$ cat src/rtl/cpu_pkg.sv
// Shared definitions for the 8-bit core: opcode map, fetch FSM encoding and
// field widths used by the fetch unit and the decode/execute datapath.
package cpu_pkg;

  localparam int OPCODE_W = 3;

  localparam logic [OPCODE_W-1:0] OP_LDI = 3'b000;
  localparam logic [OPCODE_W-1:0] OP_MOV = 3'b001;
  localparam logic [OPCODE_W-1:0] OP_ADD = 3'b010;
  localparam logic [OPCODE_W-1:0] OP_SUB = 3'b011;
  localparam logic [OPCODE_W-1:0] OP_AND = 3'b100;
  localparam logic [OPCODE_W-1:0] OP_OR  = 3'b101;
  localparam logic [OPCODE_W-1:0] OP_JMP = 3'b110;
  localparam logic [OPCODE_W-1:0] OP_BR  = 3'b111;

  typedef enum logic [1:0] {
    S_REQ   = 2'd0,
    S_WAIT  = 2'd1,
    S_ISSUE = 2'd2,
    S_HALT  = 2'd3
  } fetch_state_t;

endpackage

$ cat src/rtl/pc_next_sel.sv
// Next-PC selection for the fetch unit: sequential increment, jump, or taken
// branch. Jump has priority; the target comes from the operand field.
module pc_next_sel #(
  parameter int ADDR_W = 5,
  parameter int OPND_W = 5
) (
  input  logic [ADDR_W-1:0] pc,
  input  logic [OPND_W-1:0] operand,
  input  logic              jump,
  input  logic              branch,
  input  logic              cond_flag,
  output logic [ADDR_W-1:0] pc_next
);

  logic [ADDR_W-1:0] target;

  // Wide operands are truncated to the address space, narrow ones zero-extended.
  generate
    if (OPND_W >= ADDR_W) begin : g_trunc
      assign target = operand[ADDR_W-1:0];
    end else begin : g_zext
      assign target = {{(ADDR_W-OPND_W){1'b0}}, operand};
    end
  endgenerate

  always_comb begin
    pc_next = pc + ADDR_W'(1);
    if (jump) begin
      pc_next = target;
    end else if (branch && cond_flag) begin
      pc_next = target;
    end
  end

endmodule

$ cat src/rtl/instr_fetch_unit.sv
// Instruction fetch: reads program memory one word at a time, holds the word in
// the instruction register and hands opcode/operand to control/execute.
//
//   state   | meaning
//   S_REQ   | strobe mem_req for one cycle at mem_addr = pc
//   S_WAIT  | read outstanding, capture IR on mem_rvalid
//   S_ISSUE | instr_valid high, wait for exec_ready, then select next pc
//   S_HALT  | fetch stopped, only rst leaves
module instr_fetch_unit
  import cpu_pkg::*;
#(
  parameter int ADDR_W   = 5,
  parameter int INSTR_W  = 8,
  parameter int RESET_PC = 0
) (
  input  logic                  clk,
  input  logic                  rst,
  output logic                  mem_req,
  output logic [ADDR_W-1:0]     mem_addr,
  input  logic [INSTR_W-1:0]    mem_rdata,
  input  logic                  mem_rvalid,
  output logic [OPCODE_W-1:0]   opcode,
  output logic [INSTR_W-4:0]    operand,
  output logic                  instr_valid,
  input  logic                  exec_ready,
  input  logic                  jump,
  input  logic                  branch,
  input  logic                  cond_flag,
  input  logic                  halt_req,
  output logic [ADDR_W-1:0]     pc,
  output logic                  halted
);

  localparam int OPND_W = INSTR_W - OPCODE_W;

  fetch_state_t        state;
  logic [INSTR_W-1:0]  ir;
  logic [ADDR_W-1:0]   pc_next;
  logic                handshake;

  assign opcode    = ir[INSTR_W-1 -: OPCODE_W];
  assign operand   = ir[OPND_W-1:0];
  assign mem_addr  = pc;
  assign handshake = instr_valid && exec_ready;

  pc_next_sel #(
    .ADDR_W (ADDR_W),
    .OPND_W (OPND_W)
  ) u_pc_next_sel (
    .pc        (pc),
    .operand   (operand),
    .jump      (jump),
    .branch    (branch),
    .cond_flag (cond_flag),
    .pc_next   (pc_next)
  );

  always_ff @(posedge clk) begin
    if (rst) begin
      state       <= S_REQ;
      pc          <= ADDR_W'(RESET_PC);
      ir          <= '0;
      mem_req     <= 1'b0;
      instr_valid <= 1'b0;
      halted      <= 1'b0;
    end else begin
      case (state)
        // Out of reset mem_req is low, so the first S_REQ cycle raises it;
        // from S_ISSUE it is raised on the way in and the strobe follows at once.
        S_REQ: begin
          if (!mem_req) begin
            mem_req <= 1'b1;
          end else begin
            mem_req <= 1'b0;
            state   <= S_WAIT;
          end
        end
        S_WAIT: begin
          if (mem_rvalid) begin
            ir          <= mem_rdata;
            instr_valid <= 1'b1;
            state       <= S_ISSUE;
          end
        end
        S_ISSUE: begin
          if (handshake) begin
            pc          <= pc_next;
            instr_valid <= 1'b0;
            if (halt_req) begin
              halted <= 1'b1;
              state  <= S_HALT;
            end else begin
              mem_req <= 1'b1;
              state   <= S_REQ;
            end
          end
        end
        S_HALT: begin
        end
        default: state <= S_REQ;
      endcase
    end
  end

endmodule
$ cat config.mk
export PLATFORM = sky130hd
export DESIGN_NAME = instr_fetch_unit
export DESIGN_NICKNAME = d
export VERILOG_FILES = /design/src/rtl/cpu_pkg.sv /design/src/rtl/pc_next_sel.sv /design/src/rtl/instr_fetch_unit.sv
export SDC_FILE = /design/constraint.sdc
export NUM_CORES = 1
export LEC_CHECK = 0
export BUFFER_PORTS_ARGS = -buffer_cell sky130_fd_sc_hd__buf_2
export CAP_MARGIN = 30
export CORE_UTILIZATION = 30
export DETAILED_ROUTE_END_ITERATION = 7
export PLACE_DENSITY_LB_ADDON = 0.2
export SLEW_MARGIN = 20
export SYNTH_ARGS = -nofsm -noshare
export SYNTH_HDL_FRONTEND = slang
export SYNTH_SLANG_ARGS = --single-unit
$ cat constraint.sdc
create_clock -name clk -period 2.73 [get_ports clk]
set_clock_uncertainty 0.1 [all_clocks]
set_input_delay 0.1365 -clock clk [delete_from_list [all_inputs] [get_ports clk]]
set_output_delay 0.1365 -clock clk [all_outputs]
set_load 0.03 [all_outputs]
# Word-level counts from Yosys, hierarchy flattened
# Index checks and enable logic that the tools add are counted.
[op_classes] n_mux=14 reduce_logical=12 addsub=1 eq_ne=6
[op_table] cell="5-bit two-way mux" n=2
[op_table] cell="3-bit AND reduction" n=3
[op_table] cell="2-bit two-way mux" n=4
[op_table] cell="2-bit != test, second input constant" n=4
[op_table] cell="2-bit case mux with 3 select lines" n=1
[op_table] cell="5-bit by 1-bit adder with 5-bit output, second input constant" n=1
[op_table] cell="1-bit two-way mux" n=5
[op_table] cell="1-bit case mux with 2 select lines" n=2
[op_table] cell="2-bit AND reduction" n=2
[op_table] cell="4-bit AND reduction" n=1
[op_table] cell="2-bit nonzero test" n=2
[op_table] cell="3-bit nonzero test" n=1
[op_table] cell="2-bit by 1-bit == test with 1-bit output, second input constant" n=1
[op_table] cell="2-bit == test, second input constant" n=1
[op_table] cell="1-bit logical AND" n=2
[op_table] cell="2-bit zero test" n=1
[word_totals] elab_cells=39 regBits=18 output_inout_bits=21

# Longest topological paths before layout
# Gate-level depths: netlist (run 1).
[depth] depth_word=3 depth_mapped=6 depth_no_buf=5

# By module
# From an unflattened synthesis (run 1), not the netlist that was laid out.
[hier_totals] hier_cells=113 area_unflattened_um2=987.2
[modules_own_cells] module="instr_fetch_unit" n_inst=1 area_each_um2=867.1 cells_per_inst=97 seq_area_each_um2=360.3
[modules_own_cells] module="pc_next_sel" n_inst=1 area_each_um2=120.1 cells_per_inst=16 seq_area_each_um2=0.0

# Worst setup path before layout (run 1)
# No wires, ideal clock.
[synth_path] path_type="reg-to-reg" start="reg state[1]" end="reg state[0]" slack_ns=1.169 n_path_buf=0 t_arrival_ns=1.340 stages_incl_launch_ff=6 period_less_slack_ns=1.561 cell_sequence="dfxtp_1 > inv_1 > ha_1 > mux2i_1 > a221oi_4 > mux2_4"
[synth_between] elab_chain_len=3
[synth_lines] element="start, declared" line="instr_fetch_unit.sv:36" source="fetch_state_t state;"
[synth_lines] element="start signal, assigned" line="instr_fetch_unit.sv:60" source="state <= S_REQ;"
[synth_lines] element="start signal, assigned" line="instr_fetch_unit.sv:75" source="state <= S_WAIT;"
[synth_lines] element="start signal, assigned" line="instr_fetch_unit.sv:82" source="state <= S_ISSUE;"
[synth_lines] element="2-bit by 1-bit == test with 1-bit output (tied with other cells)" line="instr_fetch_unit.sv:67" source="case (state)"
[synth_lines] element="2-bit != test (no line) / 3-bit nonzero test (equally long branches)"
[synth_lines] element="4-bit AND reduction (no line)"
# Several ways; a longest one is shown, not always the timed one.
# A chain may end at the register's enable or synchronous reset.

# Worst setup path after layout (run 1)
# Ends and elaborated chain as after synthesis.

==> results of run 1 <==
-- cell families after synthesis --
logic type | Yosys count
and+or+nand+nor | 43
adders and majority gates | 6
DFF | 18
muxes | 7
AOI/OAI and AO/OA | 27
buffers and inverters | 13
-- repair_timing --
action | in CTS | in global routing
endpoints found under the hold margin | 5 | 0
gates resized for setup | 0 | 0
hold buffers | 5 | 0
-- sequential cells by signal, summed over array words and instances, names as in the netlist --
| register | flops |
|---|---|
| mem_req | 1 |
| mem_addr | 5 |
| state | 2 |
| instr_valid | 1 |
| ir | 8 |
| halted | 1 |
-- final timing paths --
kind	startpoint	to	slack (ns)	cells past startpoint
min	mem_rdata[0]	ir[0]	0.01	3
max	state[1]	state[0]	1.04	4
min reg2reg	ir[5]	ir[5]	0.36	2
max reg2reg	state[1]	state[0]	1.04	4
-- synth_stat cells --
| cell | instances | share of area, % |
|---|---|---|
| sky130_fd_sc_hd__a21oi_4 | 1 | 1.6 |
| sky130_fd_sc_hd__or2_1 | 1 | 0.62 |
| sky130_fd_sc_hd__buf_4 | 5 | 3.7 |
| sky130_fd_sc_hd__a221oi_4 | 1 | 2.6 |
| sky130_fd_sc_hd__nand3_1 | 11 | 5.5 |
| sky130_fd_sc_hd__nand2b_1 | 4 | 2.5 |
| sky130_fd_sc_hd__and4b_1 | 2 | 2.0 |
| sky130_fd_sc_hd__ha_1 | 6 | 7.5 |
| sky130_fd_sc_hd__dfxtp_1 | 18 | 36 |
| sky130_fd_sc_hd__a41oi_1 | 1 | 0.87 |
| sky130_fd_sc_hd__a211oi_2 | 1 | 1.2 |
| sky130_fd_sc_hd__nor3b_1 | 1 | 0.75 |
| sky130_fd_sc_hd__o32ai_1 | 3 | 2.6 |
| sky130_fd_sc_hd__buf_2 | 4 | 2.0 |
| sky130_fd_sc_hd__mux2_4 | 1 | 1.5 |
| sky130_fd_sc_hd__inv_1 | 4 | 1.5 |
| sky130_fd_sc_hd__nor2_1 | 4 | 1.5 |
| sky130_fd_sc_hd__or3b_1 | 1 | 0.87 |
| sky130_fd_sc_hd__a31oi_1 | 1 | 0.62 |
| sky130_fd_sc_hd__o21ai_1 | 1 | 0.50 |
| sky130_fd_sc_hd__nand2_1 | 12 | 4.5 |
| sky130_fd_sc_hd__nand3b_1 | 2 | 1.5 |
| sky130_fd_sc_hd__o31a_1 | 1 | 0.87 |
| sky130_fd_sc_hd__o21ai_0 | 2 | 0.99 |
| sky130_fd_sc_hd__and3_1 | 1 | 0.62 |
| sky130_fd_sc_hd__nor2b_1 | 4 | 2.5 |
| sky130_fd_sc_hd__a21oi_1 | 15 | 7.5 |
| sky130_fd_sc_hd__mux2i_1 | 6 | 6.0 |
-- stage by stage --
step	instance area [sq um]	util [%]	total power [mW]	setup slack, ns
after floorplan	1010	-	0.541	1.17
after global placement	1180	37.9	0.599	1.10
after detailed placement	1180	37.9	0.611	1.05
after CTS	1260	40.2	0.751	1.04
after global routing	1260	40.2	0.788	0.930
final	1260	40.2	0.744	1.04
-- power by group through the flow --
stage	clock network (mW)	logic [mW]	registers, mW
6_report	0.133	0.290	0.321
5_1_grt	0.147	0.317	0.324
4_1_cts	0.139	0.291	0.320
3_5_place_dp	0	0.286	0.325
3_3_place_gp	0	0.274	0.325
2_1_floorplan	0	0.179	0.362
-- routing by layer --
metal  global-route usage [%]  part of all wire (%)  vias up
li1                         -                     -      470
met1                     18.9                    49      435
met2                     25.4                    46       28
met3                     4.11                   4.3        2
met4                     3.99                  0.66        0
met5                        0                     0        -
-- critical path, stage by stage, from the launching register on --
cell                       delay (ns)
sky130_fd_sc_hd__dfxtp_1         0.38
sky130_fd_sc_hd__inv_1           0.09
sky130_fd_sc_hd__ha_1            0.33
sky130_fd_sc_hd__a221oi_4        0.37
sky130_fd_sc_hd__mux2_4          0.33
-- placed cells by master (no fill, tap or decap), types with 2 or more instances in the layout --
cell type	instances
sky130_fd_sc_hd__nand2b_1	4
sky130_fd_sc_hd__nand2_1	12
sky130_fd_sc_hd__ha_1	6
sky130_fd_sc_hd__buf_2	36
sky130_fd_sc_hd__nor2b_1	4
sky130_fd_sc_hd__nand3b_1	2
sky130_fd_sc_hd__dfxtp_1	18
sky130_fd_sc_hd__inv_1	4
sky130_fd_sc_hd__and4b_1	2
sky130_fd_sc_hd__clkbuf_4	3
sky130_fd_sc_hd__nor2_1	4
sky130_fd_sc_hd__dlygate4sd3_1	5
sky130_fd_sc_hd__o32ai_1	3
sky130_fd_sc_hd__o21ai_0	2
sky130_fd_sc_hd__a21oi_1	15
sky130_fd_sc_hd__nand3_1	11
sky130_fd_sc_hd__mux2i_1	6
-- area by class of cell --
class                           count  area (sq um)
Multi-Input combinational cell     83           574
Fill cell                         334          1870
Clock buffer                        3          22.5
Inverter                            4          15.0
Sequential cell                    18           360
Tap cell                           44          55.1
Timing Repair Buffer               41           230
==> impl_metrics.sql, run 1 <==
INSERT INTO impl_metrics (metric_group, metric, value, unit) VALUES
('pwr', 'switching_share', '37.7', '%'),
('run_status', 'status', 'complete, no violations', ''),
('sta', 'hold_slack_final', '0.0111', 'ns'),
('pwr', 'p_clk_share', '17.9', '%'),
('sta', 'timing.final.crit_period', '1.69', 'ns'),
('detailed_routing', 'antenna_violating_nets_post_route', '0', ''),
('synthesis', 'synth-seq-cells', '18', ''),
('min_path', 'class_of_the_worst_hold_path', 'in2reg', ''),
('grt', 'overflow', '0', ''),
('pwr', 'leakage', '0.545', 'nW'),
('sta', 'drv_slew', '0', ''),
('clock_network', 'cts.root.buffer_cell', 'sky130_fd_sc_hd__clkbuf_4', ''),
('run', 'max-cap-violations', '0', ''),
('place', 'place.gp.congestion', '0.811', ''),
('grt', 'track_usage', '15.1', '%'),
('sta', 'hold_violations', '0', ''),
('grt', 'number_of_global_route_vias_before_repair', '930', ''),
('place', 'port_buffer_cells', '36', ''),
('synthesis', 'fraction_of_the_mapped_netlist_area_in_compound_gates', '19.4', '%'),
('synthesis', 'avgSynthCellArea', '8.84', 'sq um'),
('clock_network', 'clock_tree_from_tritoncts', 'yes', ''),
('sta', 'max_slew.worst_pin.slew', '0.410', 'ns'),
('synthesis', 'synth_simple_gate_area_share', '22.7', '%'),
('floorplanning', 'fp-row-count', '20', ''),
('pwr', 'internal_power', '0.464', 'mW'),
('clock_network', 'deepest_clock_path_buffer_count', '2', ''),
('grt', 'grt_max_degree', '24', ''),
('place', 'place_inst', '185', ''),
('setup_path', 'worst_ep_arrival_time', '1.78', 'ns'),
('sta', 'rsz0062_at_grt', 'false', ''),
('clock_network', 'cts.sink_count', '18', ''),
('setup_path', 'setup.worst_path.end_class', 'register', ''),
('synthesis', 'synth.yosys.seq_area_share', '35.8', '%'),
('sta', 'setup_viol_count_final', '0', ''),
('detailed_routing', 'detail_route.wl_per_cell', '12.5', 'microns'),
('sta', 'finalSetupTns', '0', 'ns'),
('synthesis', 'synthesis.yosys.warnings', '0', ''),
('layout', 'final_layout_size_suffix_gt1_share', '28.9', '%'),
('sta', 'slew_headroom', '72.7', '%'),
('detailed_routing', 'routed_wirelength', '2410', 'microns'),
('layout', 'diodes', '0', ''),
('synthesis', 'synth_adder_area_share', '7.45', '%'),
('synthesis', 'syn-num-nets', '136', ''),
('setup_path', 'timing.critical_path.required', '2.82', 'ns'),
('clock_network', 'clkSlewWorstSetupHoldPaths', '0.11', 'ns'),
('sta', 'final_min_period_over_clock_period', '61.8', '%'),
('place', 'dp_hpwl', '1810', 'microns'),
('synthesis', 'largest_family_of_logic_cells_by_synthesized_area', 'simple AND/OR/NAND/NOR gates', ''),
('pwr', 'power.share.combinational', '39.0', '%'),
('setup_path', 'worst_setup_path_start_kind', 'register', ''),
('layout', 'layout-area-overhead-vs-synth', '24.8', '%'),
('floorplanning', 'floorplan.io_pins', '37', ''),
('pwr', 'p_switching', '0.281', 'mW'),
('pwr', 'power.density', '592', 'nW/um^2'),
('detailed_routing', 'post_drt_via_cell_ratio', '4.84', ''),
('clock_network', 'h-tree-depth', '1', ''),
('layout', 'finalNetCount', '173', ''),
('detailed_routing', 'first_pass_iters', '4', ''),
('synthesis', 'netlist-cell-type-count', '28', ''),
('floorplanning', 'core_area', '3130', 'sq um'),
('setup_path', 'criticalPathCategory', 'reg2reg', ''),
('floorplanning', 'die_w', '59.9', 'microns'),
('detailed_routing', 'dr_drc_count', '0', ''),
('synthesis', 'post_synth_inst_count', '114', ''),
('floorplanning', 'dieHeight', '59.9', 'microns'),
('setup_path', 'critical_path.max_fanout', '11', ''),
('layout', 'instances_no_fill', '193', ''),
('clock_network', 'tritoncts.num_buffers', '3', ''),
('synthesis', 'post_synth_instance_area', '1010', 'sq um'),
('clock_network', 'clock_latency', '0.29', 'ns'),
('grt', 'grt_antenna_before_repair', '0', ''),
('pwr', 'worst_ir_drop_vdd', '0.278', 'mV'),
('floorplanning', 'floorplan.die_area', '3590', 'sq um'),
('grt', 'grt_pass1_wl', '4080', 'microns'),
('sta', 'max_freq', '0.592', 'GHz'),
('synthesis', 'synth-xor-area-share', '0', '%'),
('clock_network', 'post-cts-setup-buffer-count', '0', ''),
('floorplanning', 'initial_core_utilization', '32.2', '%'),
('detailed_routing', 'drtIter0Drc', '38', ''),
('synthesis', 'synthMuxAreaShare', '7.45', '%'),
('pwr', 'power.share.sequential', '43.1', '%'),
('detailed_routing', 'detailroute.via_count', '935', '');
(Power assumes the default switching activity.)
==> run 2, diff against run 1 <==
clock period = 1.54 ns   (was 2.73 ns; I/O delays follow)
==> impl_metrics.sql, run 2 (synthesis gave the netlist of run 1 again) <==
INSERT INTO impl_metrics (metric_group, metric, value, unit) VALUES
('sta', 'hold_violations', '0', ''),
('layout', 'mostFrequentLayoutCell', 'sky130_fd_sc_hd__buf_2', ''),
('run_status', 'status', 'complete, no violations', ''),
('setup_path', 'path_cells', 'inv_4, ha_4, mux2i_4, a221oi_4, mux2_4', ''),
('floorplanning', 'floorplan.io_pins', '37', ''),
('setup_path', 'critical_path_buf_inv_count', '1', ''),
('min_path', 'class_of_the_worst_hold_path', 'in2reg', ''),
('grt', 'grt_max_degree', '24', ''),
('pwr', 'power.density', '1120', 'nW/um^2'),
('layout', 'final_layout_size_suffix_gt1_share', '39.1', '%'),
('setup_path', 'worst_ep_arrival_time', '1.61', 'ns'),
('layout', 'layout-area-overhead-vs-synth', '39.4', '%'),
('setup_path', 'critical_path.max_fanout', '4', ''),
('setup_path', 'setup.worst_path.end_class', 'register', ''),
('clock_network', 'deepest_clock_path_buffer_count', '2', ''),
('sta', 'layout_setup_ws', '0.0221', 'ns'),
('detailed_routing', 'post_drt_via_cell_ratio', '4.76', ''),
('sta', 'setup_viol_count_final', '0', ''),
('layout', 'diodes', '0', ''),
('layout', 'largest-register', 'ir', ''),
('clock_network', 'h-tree-depth', '1', ''),
('setup_path', 'critical_path.slowest_cell', 'sky130_fd_sc_hd__dfxtp_2', ''),
('sta', 'rsz0062_at_grt', 'true', ''),
('layout', 'multi_input_comb_area', '612', 'sq um'),
('setup_path', 'slowest_delay', '0.37', 'ns'),
('sta', 'drv_slew', '0', ''),
('grt', 'track_usage', '16.1', '%'),
('layout', 'fillCellCount', '315', ''),
('floorplanning', 'core_area', '3130', 'sq um'),
('sta', 'slew_headroom', '71.5', '%'),
('floorplanning', 'floorplan.die_area', '3590', 'sq um'),
('grt', 'grt_antenna_before_repair', '0', ''),
('floorplanning', 'die_w', '59.9', 'microns'),
('detailed_routing', 'drtIter0Drc', '26', ''),
('pwr', 'worst_ir_drop_vdd', '0.394', 'mV'),
('place', 'dp_hpwl', '1790', 'microns'),
('place', 'detailedPlace.worstSlack', '-0.0676', 'ns'),
('sta', 'max_freq', '0.659', 'GHz'),
('floorplanning', 'dieHeight', '59.9', 'microns'),
('sta', 'max_slew.worst_pin.slew', '0.427', 'ns'),
('grt', 'groute.layer.met3.usage', '2.38', '%'),
('floorplanning', 'fp-row-count', '20', ''),
('detailed_routing', 'antenna_violating_nets_post_route', '0', ''),
('sta', 'final_min_period_over_clock_period', '98.6', '%'),
('grt', 'grt_pass1_wl', '4250', 'microns'),
('grt', 'number_of_global_route_vias_before_repair', '904', ''),
('detailed_routing', 'routed_wirelength', '2550', 'microns'),
('grt', 'overflow', '0', ''),
('setup_path', 'worst_setup_path_start_kind', 'register', ''),
('detailed_routing', 'detail_route.wl_per_cell', '12.4', 'microns'),
('grt', 'globalRouteMet2Util', '24.6', '%'),
('clock_network', 'cts.root.buffer_cell', 'sky130_fd_sc_hd__clkbuf_4', ''),
('detailed_routing', 'detailroute.via_count', '975', ''),
('setup_path', 'timing.critical_path.required', '1.63', 'ns'),
('clock_network', 'clock_latency', '0.30', 'ns'),
('clock_network', 'clkSlewWorstSetupHoldPaths', '0.10', 'ns'),
('pwr', 'leakage', '0.600', 'nW'),
('grt', 'globalRouteMet1Util', '22.2', '%'),
('sta', 'hold_slack_final', '0.0207', 'ns'),
('setup_path', 'critical_path.top_delay_family', 'multiplexers', ''),
('layout', 'seq_area', '363', 'sq um'),
('clock_network', 'clock_tree_from_tritoncts', 'yes', ''),
('layout', 'finalNetCount', '184', ''),
('layout', 'largest_register_ffs', '8', ''),
('place', 'port_buffer_cells', '36', ''),
('run', 'max-cap-violations', '0', ''),
('floorplanning', 'initial_core_utilization', '32.2', '%'),
('detailed_routing', 'dr_drc_count', '0', ''),
('pwr', 'total_power', '1.58', 'mW'),
('setup_path', 'criticalPathCategory', 'reg2reg', ''),
('place', 'place.gp.congestion', '0.758', ''),
('clock_network', 'cts.sink_count', '18', ''),
('layout', 'final_cell_mix', 'sky130_fd_sc_hd__buf_2, sky130_fd_sc_hd__dfxtp_1, sky130_fd_sc_hd__a21oi_1', ''),
('detailed_routing', 'first_pass_iters', '4', ''),
('sta', 'timing.final.crit_period', '1.52', 'ns'),
('grt', 'grt_most_used_layer', 'met2', ''),
('clock_network', 'tritoncts.num_buffers', '3', '');
run 2: cell count changes in the layout (fill, tap and decap cells not counted), moves of 2 or more:
| cell | before | now |
|---|---|---|
| sky130_fd_sc_hd__buf_4 | 0 | 8 |
| sky130_fd_sc_hd__dfxtp_1 | 18 | 16 |
| sky130_fd_sc_hd__ha_1 | 6 | 2 |
| sky130_fd_sc_hd__dlygate4sd3_1 | 5 | 8 |
| sky130_fd_sc_hd__inv_1 | 4 | 2 |
| sky130_fd_sc_hd__dfxtp_2 | 0 | 2 |
| sky130_fd_sc_hd__ha_2 | 0 | 3 |
run 2: path summary, 6_finish.rpt:
path / start / to / slack (ns) / cells after the start
worst max-delay path: state[0] / state[0] / 0.02 / 5
worst max register to register: state[0] / state[0] / 0.02 / 5
worst min register to register: ir[5] / ir[5] / 0.36 / 2
worst min-delay path: halt_req / halted / 0.02 / 3
run 2: per-layer routing:
| layer | vias to the layer above | wire length [microns] |
|---|---|---|
| li1 | 494 | - |
| met1 | 444 | 1210 |
| met2 | 31 | 1160 |
| met3 | 6 | 123 |
| met4 | 0 | 55 |
| met5 | - | 0 |
run 2: stage by stage:
stage	TNS [ns]	instances	instance area, sq um	util, %
after floorplan	0	114	1010	-
after global placement	0	190	1220	39.2
after detailed placement	-0.0844	190	1220	39.2
after CTS	0	204	1370	43.8
after global routing	-0.0289	205	1400	44.9
final	0	205	1400	44.9
run 2: worst reg2reg max path: cells and delay by family (launching register included):
family / cells / cell delay (ns)
adder cells (fa/ha/maj): 1 / 0.17
AO/OA/AOI/OAI: 1 / 0.22
flip-flops: 1 / 0.37
buffers and inverters: 1 / 0.06
multiplexers: 2 / 0.50
run 2: cell type report:
cell class / count / area share, %
multi-input cells: 83 / 43.6
flip-flops and latches: 18 / 25.8
repair buffers: 52 / 22.8
well taps: 44 / 3.92
clock buffers: 4 / 2.58
inverters: 4 / 1.25
run 2: power by group:
group / total [mW] / internal, mW / switching, mW
Clock: 0.299 / 0.144 / 0.155
Sequential: 0.576 / 0.522 / 0.0543
Combinational: 0.702 / 0.345 / 0.357
run 2: repair_timing:
action / 4_1_cts / 5_1_grt
pin swaps: 0 / 1
setup buffers: 2 / 1
setup endpoints to repair: 2 / 8
hold buffers: 8 / 0
endpoints found under the hold margin: 8 / 0
resized for setup: 3 / 7
gates cloned: 0 / 0
